--- src/rtl/divider_seq.sv ---
// Multicycle radix-2 restoring divider, signed or unsigned, one quotient bit per cycle.
// Start/busy/done handshake; results are held until the next division finishes.
module divider_seq #(
   parameter int WIDTH = 32
) (
   input  logic             i_clk,
   input  logic             i_rst,
   input  logic             i_start,
   input  logic             i_signed,
   input  logic [WIDTH-1:0] i_a,
   input  logic [WIDTH-1:0] i_b,
   output logic             o_busy,
   output logic             o_done,
   output logic [WIDTH-1:0] o_quot,
   output logic [WIDTH-1:0] o_rem,
   output logic             o_div0
);
   localparam int CW = $clog2(WIDTH + 1);

   typedef enum logic [1:0] {IDLE, CALC, FIX, DONE} state_t;

   state_t           state_q, state_d;
   logic [CW-1:0]    cnt_q, cnt_d;
   logic [WIDTH-1:0] wquot_q, wquot_d;   // dividend shifts out, quotient bits shift in
   logic [WIDTH-1:0] wrem_q, wrem_d;
   logic [WIDTH-1:0] b_q, b_d;
   logic [WIDTH-1:0] araw_q, araw_d;
   logic             qneg_q, qneg_d, rneg_q, rneg_d, zdiv_q, zdiv_d;
   logic [WIDTH-1:0] quot_q, quot_d, rem_q, rem_d;
   logic             div0_q, div0_d;

   logic             a_neg, b_neg;
   logic [WIDTH-1:0] a_mag, b_mag;
   logic [WIDTH:0]   shifted, diff;

   always_comb begin
      a_neg   = i_signed & i_a[WIDTH-1];
      b_neg   = i_signed & i_b[WIDTH-1];
      a_mag   = a_neg ? (~i_a + WIDTH'(1)) : i_a;
      b_mag   = b_neg ? (~i_b + WIDTH'(1)) : i_b;
      // Extra top bit keeps the trial subtraction's borrow visible.
      shifted = {wrem_q, wquot_q[WIDTH-1]};
      diff    = shifted - {1'b0, b_q};
   end

   always_comb begin
      state_d = state_q;
      cnt_d   = cnt_q;
      wquot_d = wquot_q;
      wrem_d  = wrem_q;
      b_d     = b_q;
      araw_d  = araw_q;
      qneg_d  = qneg_q;
      rneg_d  = rneg_q;
      zdiv_d  = zdiv_q;
      quot_d  = quot_q;
      rem_d   = rem_q;
      div0_d  = div0_q;
      case (state_q)
         IDLE, DONE: begin
            if (i_start) begin
               wquot_d = a_mag;
               b_d     = b_mag;
               araw_d  = i_a;
               qneg_d  = a_neg ^ b_neg;
               rneg_d  = a_neg;
               zdiv_d  = (i_b == '0);
               wrem_d  = '0;
               cnt_d   = CW'(WIDTH);
               state_d = CALC;
            end else if (state_q == DONE) begin
               state_d = IDLE;
            end
         end
         CALC: begin
            wrem_d  = diff[WIDTH] ? shifted[WIDTH-1:0] : diff[WIDTH-1:0];
            wquot_d = {wquot_q[WIDTH-2:0], ~diff[WIDTH]};
            cnt_d   = cnt_q - CW'(1);
            if (cnt_q == CW'(1)) state_d = FIX;
         end
         FIX: begin
            quot_d  = qneg_q ? (~wquot_q + WIDTH'(1)) : wquot_q;
            rem_d   = rneg_q ? (~wrem_q + WIDTH'(1)) : wrem_q;
            if (zdiv_q) begin
               quot_d = '1;
               rem_d  = araw_q;
            end
            div0_d  = zdiv_q;
            state_d = DONE;
         end
         default: state_d = IDLE;
      endcase
   end

   always_ff @(posedge i_clk) begin
      if (i_rst) begin
         state_q <= IDLE;
         cnt_q   <= '0;
         wquot_q <= '0;
         wrem_q  <= '0;
         b_q     <= '0;
         araw_q  <= '0;
         qneg_q  <= 1'b0;
         rneg_q  <= 1'b0;
         zdiv_q  <= 1'b0;
         quot_q  <= '0;
         rem_q   <= '0;
         div0_q  <= 1'b0;
      end else begin
         state_q <= state_d;
         cnt_q   <= cnt_d;
         wquot_q <= wquot_d;
         wrem_q  <= wrem_d;
         b_q     <= b_d;
         araw_q  <= araw_d;
         qneg_q  <= qneg_d;
         rneg_q  <= rneg_d;
         zdiv_q  <= zdiv_d;
         quot_q  <= quot_d;
         rem_q   <= rem_d;
         div0_q  <= div0_d;
      end
   end

   assign o_busy = (state_q == CALC) || (state_q == FIX);
   assign o_done = (state_q == DONE);
   assign o_quot = quot_q;
   assign o_rem  = rem_q;
   assign o_div0 = div0_q;
endmodule

--- config.mk ---
export PLATFORM = sky130hd
export DESIGN_NAME = divider_seq
export DESIGN_NICKNAME = d
export VERILOG_FILES = /design/src/rtl/divider_seq.sv
export SDC_FILE = /design/constraint.sdc
export NUM_CORES = 1
export LEC_CHECK = 0
export ABC_AREA = 1
export BUFFER_PORTS_ARGS = -buffer_cell sky130_fd_sc_hd__buf_2
export CORE_ASPECT_RATIO = 0.9
export CORE_MARGIN = 1
export CORE_UTILIZATION = 48
export CTS_CLUSTER_DIAMETER = 100
export DETAILED_ROUTE_END_ITERATION = 7
export GPL_TIMING_DRIVEN = 1
export PLACE_DENSITY = 0.64
export SLEW_MARGIN = 20
export SYNTH_ARGS = -nofsm -noshare
export SYNTH_HDL_FRONTEND = slang
export SYNTH_SLANG_ARGS = --single-unit
export TNS_END_PERCENT = 1
--- constraint.sdc ---
create_clock -name i_clk -period 6.2 [get_ports i_clk]
set_clock_uncertainty 0.2 [all_clocks]
set_input_delay 0.93 -clock i_clk [delete_from_list [all_inputs] [get_ports i_clk]]
set_output_delay 0.93 -clock i_clk [all_outputs]
set_load 0.02 [all_outputs]
; ---- After elaboration in Yosys (flattened, before gate mapping)
; Cells that the tools add are included.
[op_classes]
add_sub_neg = 6
n_mul = 0
n_div = 0
magnitude_cmp = 0
n_eq_ne = 7
n_shift = 0
n_mux = 17
bitwise = 8
n_reduce_logical = 8
[op_table]
columns = op, n
row1 = two-way mux 32 bit, 9
row2 = "adder 32 x 1 -> 32 bit, second input constant", 4
row3 = NOT 32 bit, 4
row4 = case mux 32 bit (2 select lines), 2
row5 = subtractor 33 x 32 -> 33 bit, 1
row6 = zero test 32 bit, 1
row7 = case mux 6 bit (2 select lines), 1
row8 = "== test 6 x 1 -> 1 bit, second input constant", 1
row9 = two-way mux 2 bit, 3
row10 = two-way mux 6 bit, 1
row11 = case mux 2 bit (3 select lines), 1
row12 = AND reduction 2 bit, 3
row13 = "subtractor 6 x 1 -> 6 bit, second input constant", 1
row14 = "== test 2 bit, second input constant", 2
row15 = "!= test 2 bit, second input constant", 2
row16 = "!= test 3 bit, second input constant", 1
row17 = AND 1 bit, 2
row18 = "== test 2 x 1 -> 1 bit, second input constant", 1
row19 = zero test 2 bit, 1
row20 = nonzero test 2 bit, 1
row21 = OR reduction 2 bit, 1
row22 = logical OR 1 bit, 1
row23 = NOT 1 bit, 1
row24 = bitwise XOR 1 bit, 1
[word_totals]
regBits = 204
latch_bits = 0
mem_bits_rw = 0
mem_bits_ro = 0
in_bits = 68
output_inout_bits = 67
wordCells = 58
n_memories = 0

; ---- Longest topological paths before layout
; Gate-level depths: netlist of the first run.
[logic_depth]
ltp_word = 5
depth_mapped = 18
mapped_depth_nobuf = 17

; ---- Least setup slack after synthesis of the first run
; OpenSTA, ideal clock, no wires.
[synth_timing]
path_kind = input to register
startpoint = in i_b[0]
endpoint = reg b_q[22]
setup_ns = 0.109
arrival_time_ns = 2.228
required_ns = 5.891
setup_slack_ns = 3.663
cell_stages = 12
n_path_buf = 0
path_cell_list = inv_1 > ha_1 > nand2_1 > nor2_2 > and2_1 > nand3_1 > o21ai_2 > nand2_1 > a21oi_1 > o21ai_0 > nand2_1 > inv_1
[synth_via]
elab_chain_len = 3
[synth_rtl]
columns = element, line_no
row1 = "start, declared", 11  ; input logic [WIDTH-1:0] i_b,
row2 = NOT 32 bit, 40  ; b_mag = b_neg ? (~i_b + WIDTH'(1)) : i_b;
row3 = adder 32 x 1 -> 32 bit, 40
row4 = two-way mux 32 bit, 40
row5 = "end signal, assigned", 101  ; b_q <= '0;
row6 = "end signal, assigned", 114  ; b_q <= b_d;
row7 = "end, declared", 26  ; logic [WIDTH-1:0] b_q, b_d;
; No other way between the ends.
; A chain may end at the register's enable or synchronous reset.

; ---- Final worst setup path of the first run
[layout_timing]
startpoint = reg state_q[0]
endpoint = reg wquot_q[1]
[layout_via]
elab_chain_len = 4
word_cells_on_any_way = 8
cone_classes = 3 x eq/ne / 1 x mux / 4 x reduce/logical
[layout_rtl]
columns = element, line_no
row1 = "start, declared", 22  ; state_t state_q, state_d;
row2 = "start signal, assigned", 110  ; state_q <= state_d;
row3 = == test 2 bit / zero test 2 bit (equally long branches), 59  ; case (state_q)
row4 = OR reduction 2 bit, 59
row5 = != test 2 bit (no source line) / nonzero test 2 bit (equally long branches), n/a
row6 = AND reduction 2 bit (no source line), n/a
row7 = "end signal, assigned", 112  ; wquot_q <= wquot_d;
row8 = "end, declared", 24  ; logic [WIDTH-1:0] wquot_q, wquot_d;
; Several ways; a longest one is shown, not always the timed one.

==> results.toml, run 1 <==
[place]
placed_area_um2 = 15100
place.gp.congestion = 0.972
dp_hpwl_mm = 39.6
portBuffers = 134

[grt]
antenna_found_initial = 3
grt_max_degree = 88
grt_pass1_wl_mm = 78.1
grt_use_met2 = 0.452
overflow = 0
grt_use_met3 = 0.0776
busiest_layer = "met1"
gr-usage-met1 = 0.524
grt_pass1_vias = 13900
grt_util_all_layers = 0.333

[clock_tree]
cts.sinks = 204
cts_resized = 0
cts_tree = "yes"
cts_hold_buf = 0
cts_root_buf = "clkbuf_16"
htree_num_levels = 1
cts.path.max_buffers = 3
post-cts-setup-buffers = 0
clk_pin_slew_ns = 0.06
cts_buffers = 23
insertion_delay_ns = 0.53

[finish]
area_growth_pct = 11.8
final_area_um2 = 15900
drive_above_1_share = 0.0942
nets = 2547
nFillCells = 3115

[synth]
yosysTopAreaCellShare = 0.287
syn_area_um2 = 14200
synthFlopType = "dfxtp_1"
synth_cell_types = 46
async_flop_share = 0
seq_area_frac_synth = 0.287
syn_nets = 2473
synth_edf_count = 0
yosys-top-cells-area = "dfxtp_1, nand2_1, inv_1, a21oi_1, nand3_1"
synthCells = 2363
ys_warn_count = 0
avgSynthCellArea_um2 = 6.02
synth_area_leader_cell = "dfxtp_1"
ys_ff_latch = 204

[timing]
worst_pin_slew_ns = 0.915
slew_viol_final = 0
max_freq_mhz = 289
setup_viol = 0
layout_min_cycle_time_ns = 3.46
timing.slew.headroom = 0.390
fin_crit_sh = 0.558
rsz0062_at_grt = "no"
setup_tns_ns = 0
finalHoldViolCount = 0

[hold_path]
hp-class = "reg -> reg"
worstHoldPathCells = 2
min_from = "araw_q[15]"

[floorplan]
io_pins = 135
die_area_um2 = 30300
die_h_um = 165
core_um2 = 29000
initial_core_util = 0.491
std_cell_rows = 59
die_w_um = 184

[detailed_routing]
via_per_inst = 5.52
route.vias.total = 15700
drc = 0
drt-initial-drc-count = 1549
drtAntennaViolNets = 0
first_pass_iters = 5
wl_mm = 51.0
wl_per_cell_um = 17.9

[outcome]
run_status = "complete, no violations"

[critical_path]
cp.arrival_ns = 3.69
endpoint_kind = "register"
cp_max_fo = 63
cp.required_ns = 6.43
rr_worst_depth = 10
critPathLaunchType = "register"
reg2reg_from = "state_q[0]"
critical_path_class = "reg -> reg"
cp-startpoint = "state_q[0]"
reg2reg_setup_slack_ns = 2.74

[power]
vdd_drop_max_v = 0.000315
power.leakage_nw = 7.79
p_per_area_nw_per_um2 = 386

[flow_run]
max_cap_violations = 0
-- worst max-delay path, cell delays in order, from the launching register on --
cell and delay (ns):
dfxtp_1 0.39, inv_1 0.06, ha_1 0.35, nand2_2 0.07
buf_4 0.48, o21ai_1 0.14, buf_4 0.24, inv_2 0.61
buf_4 0.48, a21oi_1 0.07, a221oi_1 0.24
-- cell type report --
class	instances	area (um^2)	area share
Tap cell	396	495	0.0311
Clock inverter	10	158	0.00991
Multi-Input combinational cell	1710	8420	0.529
Timing Repair Buffer	148	778	0.0489
Antenna cell	2	5.00	0.000314
Clock buffer	31	656	0.0412
Sequential cell	204	4080	0.257
Inverter	350	1320	0.0826
-- cell families after synthesis --
family / share of synthesized area
AOI/OAI and AO/OA: 0.189
buffers and inverters: 0.122
DFF: 0.287
adders and majority gates: 0.0375
and+or+nand+nor: 0.334
xor gates and xnor gates: 0.0308
-- synthesized netlist by cell type, drive strengths merged (3+ instances only) --
master,n
ha,41
and3,3
or2,6
o221ai,8
nand2,628
o21ai,189
a31oi,38
nand3,194
dfxtp,204
nor2,214
o31ai,6
o211ai,23
nand4,24
nor3,32
nor4,6
buf,29
o21bai,4
a21oi,218
and2,4
nand3b,13
clkbuf,70
xnor2,12
xor2,38
inv,350
-- worst paths after layout --
kind	endpoint
worst min register to register	araw_q[15]
worst max-delay path	wquot_q[1]
worst min-delay path	araw_q[15]
worst max register to register	wquot_q[1]
-- where the power goes --
group / internal, mW / switching, mW / leakage, nW
registers: 1.62 / 0.281 / 1.67
clock network: 0.907 / 0.577 / 0.404
logic: 0.799 / 1.95 / 5.72
-- layout by cell type (no fill, tap or decap), types with 15 or more instances in the layout --
master / count
a21oi_1: 215
dfxtp_1: 204
nand4_1: 24
nand2_1: 615
buf_2: 133
ha_1: 41
nor3_1: 30
a31oi_1: 38
o211ai_1: 23
xor2_1: 38
buf_4: 15
inv_1: 342
clkbuf_16: 23
nand3_1: 192
o21ai_0: 180
nor2_1: 206
-- metrics by stage --
| step | utilization | cells | power, mW | hold WS (ns) | setup slack (ns) |
|---|---|---|---|---|---|
| finish | 0.549 | 2851 | 6.14 | 0.251 | 2.74 |
| detailed placement | 0.520 | 2808 | 4.59 | 0.243 | 2.52 |
| global route | 0.549 | 2851 | 6.54 | 0.277 | 2.52 |
| global placement | 0.520 | 2808 | 4.56 | 0.238 | 2.59 |
| CTS | 0.548 | 2849 | 6.07 | 0.252 | 2.77 |
| floorplan | - | 2363 | 3.74 | 0.225 | 3.66 |
-- registers in the layout, indices dropped and copies added, names as in the netlist, 2 cells and up --
name     flops
araw_q      32
b_q         32
cnt_q        6
o_quot      32
o_rem       32
state_q      2
wquot_q     32
wrem_q      32
-- metal layers --
metal / wire [um] / up-vias
met3: 5700 / 47
met2: 19200 / 689
met1: 25300 / 7187
met5: 85 / -
met4: 684 / 2
li1: - / 7809
(Power assumes the default switching activity.)
==> run 2: changes to the inputs <==
==> constraint.sdc (replaced) <==
create_clock -name i_clk -period 3.38 [get_ports i_clk]
set_clock_uncertainty 0.2 [all_clocks]
set_input_delay 0.507 -clock i_clk [delete_from_list [all_inputs] [get_ports i_clk]]
set_output_delay 0.507 -clock i_clk [all_outputs]
set_load 0.02 [all_outputs]
==> results.toml, run 2 (same netlist as run 1, synthesis figures left out) <==
[finish]
nets = 2558
drive_above_1_share = 0.0994
layout_commonest_cell = "nand2_1"
layout_common_cells = "nand2_1, inv_1, a21oi_1, nor2_1, dfxtp_1"
area_growth_pct = 12.6

[grt]
grt_pass1_vias = 14000
grt_pass1_wl_mm = 79.7
antenna_found_initial = 1
overflow = 0
grt_util_all_layers = 0.341
grt_max_degree = 55

[critical_path]
endpoint_kind = "register"
cp.arrival_ns = 3.17
crit_top_cell = "nand2_4"
crit_chain = "inv_1 -> ha_1 -> fa_1 -> inv_1 -> nand2_1 -> nand2_1 -> nand3_1 -> nand2_2 -> nand2_2 -> nand2_2 -> nand2_4 -> nand2_4 -> nand2_4 -> nand2_4 -> nand2_1 -> nand3_1 -> a21oi_1"
max_stage_delay_ns = 0.42
cp_max_fo = 23
crit_slowest_cell = "fa_1"
critPathLaunchType = "register"
cp.required_ns = 3.57
critical_path_class = "reg -> reg"

[timing]
setup_tns_ns = 0
layout_min_cycle_time_ns = 2.98
max_freq_mhz = 335
fin_crit_sh = 0.883
worst_pin_slew_ns = 0.739
finalHoldViolCount = 0
timing.slew.headroom = 0.502
slew_viol_final = 0
setup_viol = 0
rsz0062_at_grt = "no"

[clock_tree]
cts_hold_buf = 0
cts.path.max_buffers = 3
insertion_delay_ns = 0.54
cts_root_buf = "clkbuf_16"
cts_tree = "yes"
cts.sinks = 204
post-cts-setup-buffers = 0
clk_pin_slew_ns = 0.06
htree_num_levels = 1
cts_resized = 0
cts_buffers = 24

[detailed_routing]
first_pass_iters = 6
wl_per_cell_um = 18.1
drtAntennaViolNets = 0
drt-initial-drc-count = 1525
via_per_inst = 5.51
drc = 0
wl_mm = 51.9
route.vias.total = 15800

[floorplan]
io_pins = 135
die_area_um2 = 30300
die_h_um = 165
core_um2 = 29000
die_w_um = 184
initial_core_util = 0.491
std_cell_rows = 59

[flow_run]
max_cap_violations = 0

[power]
finalPower_mw = 11.3
p_per_area_nw_per_um2 = 708
p_int_mw = 6.10
seqPwrFrac = 0.303
netSwitchingPower_mw = 5.24
power.leakage_nw = 7.84
switching_share = 0.462
comb_power_share = 0.454
clock_power_share = 0.243
vdd_drop_max_v = 0.000663

[hold_path]
hp-class = "in -> reg"

[place]
dp_hpwl_mm = 40.4
place.gp.congestion = 0.977
portBuffers = 134

[outcome]
run_status = "complete, no violations"
==> run 2: critical path: cells and delay by family, from the launching register on <==
family / cells / cell delay (ns)
AOI/OAI and AO/OA: 1 / 0.06
adders and majority gates: 2 / 0.66
buffers and inverters: 2 / 0.21
DFF: 1 / 0.36
and+or+nand+nor: 12 / 1.33
==> run 2: path summary, 6_finish.rpt <==
path | from | end | slack (ns) | depth (start not counted)
worst max register to register | wquot_q[31] | wrem_q[18] | 0.40 | 17
worst min register to register | araw_q[6] | araw_q[6] | 0.25 | 2
worst min-delay path | i_b[0] | b_q[0] | 0.07 | 3
worst max-delay path | wquot_q[31] | wrem_q[18] | 0.40 | 17
==> run 2: cell type report <==
| cell class | instances | area [um^2] |
|---|---|---|
| fillers | 3061 | 13000 |
| multi-input cells | 1710 | 8430 |
| flip-flops and latches | 204 | 4080 |
| inverters | 350 | 1310 |
| repair buffers | 158 | 866 |
| clock buffers | 29 | 659 |
| well taps | 396 | 495 |
| clock inverters | 13 | 170 |
| diodes | 1 | 2.50 |
==> run 2: power groups by stage <==
stage	combinational, mW	sequential, mW	clock (mW)
after floorplan	3.38	3.48	0
after global placement	5.00	3.44	0
after detailed placement	5.02	3.46	0
after CTS	5.04	3.42	2.77
after global routing	5.73	3.49	2.87
final	5.15	3.44	2.75
==> run 2: through the flow <==
step	setup slack (ns)	util	hold slack, ns	cells	area [um^2]
2_1_floorplan	0.993	-	0.225	2363	14200
3_3_place_gp	0.530	0.523	0.239	2818	15200
3_5_place_dp	0.402	0.523	0.246	2818	15200
4_1_cts	0.364	0.552	0.0643	2860	16000
5_1_grt	0.0832	0.552	0.0881	2860	16000
6_report	0.396	0.552	0.0720	2861	16000
==> run 2: per-layer routing <==
| layer | vias to the layer above | wire, um | track usage |
|---|---|---|---|
| met2 | 666 | 19700 | 0.462 |
| met1 | 7233 | 25000 | 0.522 |
| met4 | 2 | 840 | 0.0636 |
| met5 | - | 108 | 0.0267 |
| met3 | 53 | 6140 | 0.0950 |
| li1 | 7824 | - | - |
==> run 3: changes to the inputs <==
--- a/config.mk
+++ b/config.mk
@@ -5,7 +5,6 @@
 export SDC_FILE = /design/constraint.sdc
 export NUM_CORES = 1
 export LEC_CHECK = 0
-export ABC_AREA = 1
 export BUFFER_PORTS_ARGS = -buffer_cell sky130_fd_sc_hd__buf_2
 export CORE_ASPECT_RATIO = 0.9
 export CORE_MARGIN = 1
==> results.toml, run 3 <==
[detailed_routing]
wl_mm = 34.5
drtAntennaViolNets = 0
drt-initial-drc-count = 818
wl_per_cell_um = 16.4
met1_length_mm = 17.3
wl_met2_mm = 14.9
route.vias.total = 11900
drc = 0
via_per_inst = 5.62
route.met3.wl_mm = 1.78
maxUsedRoutingLayer = "met4"
first_pass_iters = 5

[outcome]
run_status = "complete, no violations"

[timing]
rsz0062_at_grt = "yes"
layout_min_cycle_time_ns = 3.31
layout_setup_ws_ns = 0.0673
timing.slew.headroom = 0.354
max_freq_mhz = 302
fin_crit_sh = 0.980
worst_pin_slew_ns = 0.969
setup_viol = 0
slew_viol_final = 0
finalHoldViolCount = 0

[floorplan]
io_pins = 135
die_h_um = 154
core_um2 = 25200
std_cell_rows = 55
initial_core_util = 0.489
die_w_um = 171
die_area_um2 = 26300

[flow_run]
max_cap_violations = 0

[synth]
async_flop_share = 0
ys_ff_latch = 204
syn_area_um2 = 12300
avgSynthCellArea_um2 = 7.65
post-synth-top-count-cell = "nand2_1"
yosys-top-cells-count = "nand2_1, dfxtp_1, nor2_1"
seq_area_frac_synth = 0.331
ys_warn_count = 0
yosysTopAreaCellShare = 0.331
yosys-top-cells-area = "dfxtp_1, nand2_1, xor2_1, a21oi_1, o21ai_0"
synth_edf_count = 0
synth_area_leader_cell = "dfxtp_1"
synthCells = 1610
syn_nets = 1720
synth_cell_types = 64
synthFlopType = "dfxtp_1"

[grt]
grt_pass1_wl_mm = 55.5
overflow = 0
antenna_found_initial = 1
grt_pass1_vias = 10800
grt_util_all_layers = 0.259
grt_max_degree = 115

[clock_tree]
cts_tree = "yes"
clk_pin_slew_ns = 0.06
cts.path.max_buffers = 3
insertion_delay_ns = 0.52
cts.sinks = 204
htree_num_levels = 1
cts_root_buf = "clkbuf_16"
cts_buffers = 24

[finish]
layout_commonest_cell = "nand2_1"
layout_common_cells = "nand2_1, dfxtp_1, nor2_1, buf_2"
layout.cells.non_filler = 2110
drive_above_1_share = 0.165
area_growth_pct = 18.0
nFillCells = 2401
nets = 1865

[power]
seqPwrFrac = 0.328
switching_share = 0.405
vdd_drop_max_v = 0.000377
p_int_mw = 5.93
p_per_area_nw_per_um2 = 685
clock_power_share = 0.238
netSwitchingPower_mw = 4.03
power.leakage_nw = 5.87
comb_power_share = 0.434

[critical_path]
cp.arrival_ns = 3.54
cp.required_ns = 3.61
endpoint_kind = "register"
critical_path_class = "reg -> reg"
cp_max_fo = 5
critPathLaunchType = "register"

[place]
place_worst_setup_slack_ns = -0.141
portBuffers = 134
dp_hpwl_mm = 25.5
dpl.cell_count = 2070
place.gp.congestion = 0.961

[hold_path]
hp-class = "in -> reg"
==> run 3: cell count changes after synthesis, sizes merged, moves of 44 or more <==
cell,previous run,this run
xor2,38,90
a21oi,218,126
nand2,628,249
a211oi,0,60
nand3,194,22
nor2,214,158
inv,350,58
o21ai,189,126
xnor2,12,56
mux2i,0,58
==> run 3: cells by family after synthesis <==
logic type,after synthesis,synth area share
simple gates,558,0.201
compound gates,443,0.223
flops,204,0.331
buf+inv,157,0.0486
xor+xnor,146,0.104
mux,60,0.0489
fa+ha+maj,42,0.0433
==> run 3: final timing paths <==
check | cells after the start | slack (ns) | start | end
setup reg to reg | 8 | 0.07 | wquot_q[6] | o_quot[28]
setup / recovery | 8 | 0.07 | wquot_q[6] | o_quot[28]
hold / removal | 3 | 0.07 | i_a[21] | araw_q[21]
hold reg to reg | 2 | 0.25 | araw_q[0] | araw_q[0]
==> run 3: what timing repair did <==
| item | in CTS | in global routing |
|---|---|---|
| setup buffers | 0 | 0 |
| cloned | 1 | 0 |
| hold buffers | 0 | 0 |
| resized for setup | 3 | 16 |
| pin swaps | 0 | 4 |
| endpoints found under the setup margin | 12 | 36 |
==> run 3: power by group through the flow <==
stage | clock network, mW | logic [mW] | registers, mW
5_1_grt | 2.52 | 4.79 | 3.33
3_5_place_dp | 0 | 4.24 | 3.30
6_report | 2.37 | 4.32 | 3.26
4_1_cts | 2.42 | 4.28 | 3.25
3_3_place_gp | 0 | 4.21 | 3.29
2_1_floorplan | 0 | 2.86 | 3.37
==> run 3: area by class of cell <==
| class | instances | area (um^2) | share of cell area |
|---|---|---|---|
| Sequential cell | 204 | 4090 | 0.281 |
| Clock inverter | 6 | 30.0 | 0.00207 |
| Antenna cell | 1 | 2.50 | 0.000172 |
| Timing Repair Buffer | 217 | 1350 | 0.0926 |
| Multi-Input combinational cell | 1249 | 7750 | 0.533 |
| Inverter | 59 | 221 | 0.0152 |
| Tap cell | 342 | 428 | 0.0294 |
| Clock buffer | 32 | 672 | 0.0462 |
==> run 3: worst max-delay path, stage by stage (launching register included) <==
cell and delay [ns]:
dfxtp_1 0.32, or4_4 0.56, or4_1 0.51, or3_4 0.38, or4_4 0.45, or3_4 0.36
o21ai_2 0.13, xor2_1 0.07, a211oi_1 0.24
==> run 3: routing by layer <==
layer | up-vias | global-route usage
li1 | 5930 | -
met3 | 37 | 0.0304
met2 | 305 | 0.391
met5 | - | 0
met4 | 0 | 0.0561
met1 | 5595 | 0.391
==> run 3: through the flow <==
| stage | hold slack [ns] | power [mW] | utilization | TNS, ns | instance area [um^2] |
|---|---|---|---|---|---|
| finish | 0.0673 | 9.96 | 0.577 | 0 | 14500 |
| CTS | 0.0588 | 9.95 | 0.574 | 0 | 14500 |
| global placement | 0.243 | 7.50 | 0.544 | -0.248 | 13700 |
| global route | 0.0661 | 10.6 | 0.577 | -0.0549 | 14500 |
| floorplan | 0.232 | 6.23 | - | 0 | 12300 |
| detailed placement | 0.246 | 7.54 | 0.544 | -0.427 | 13700 |
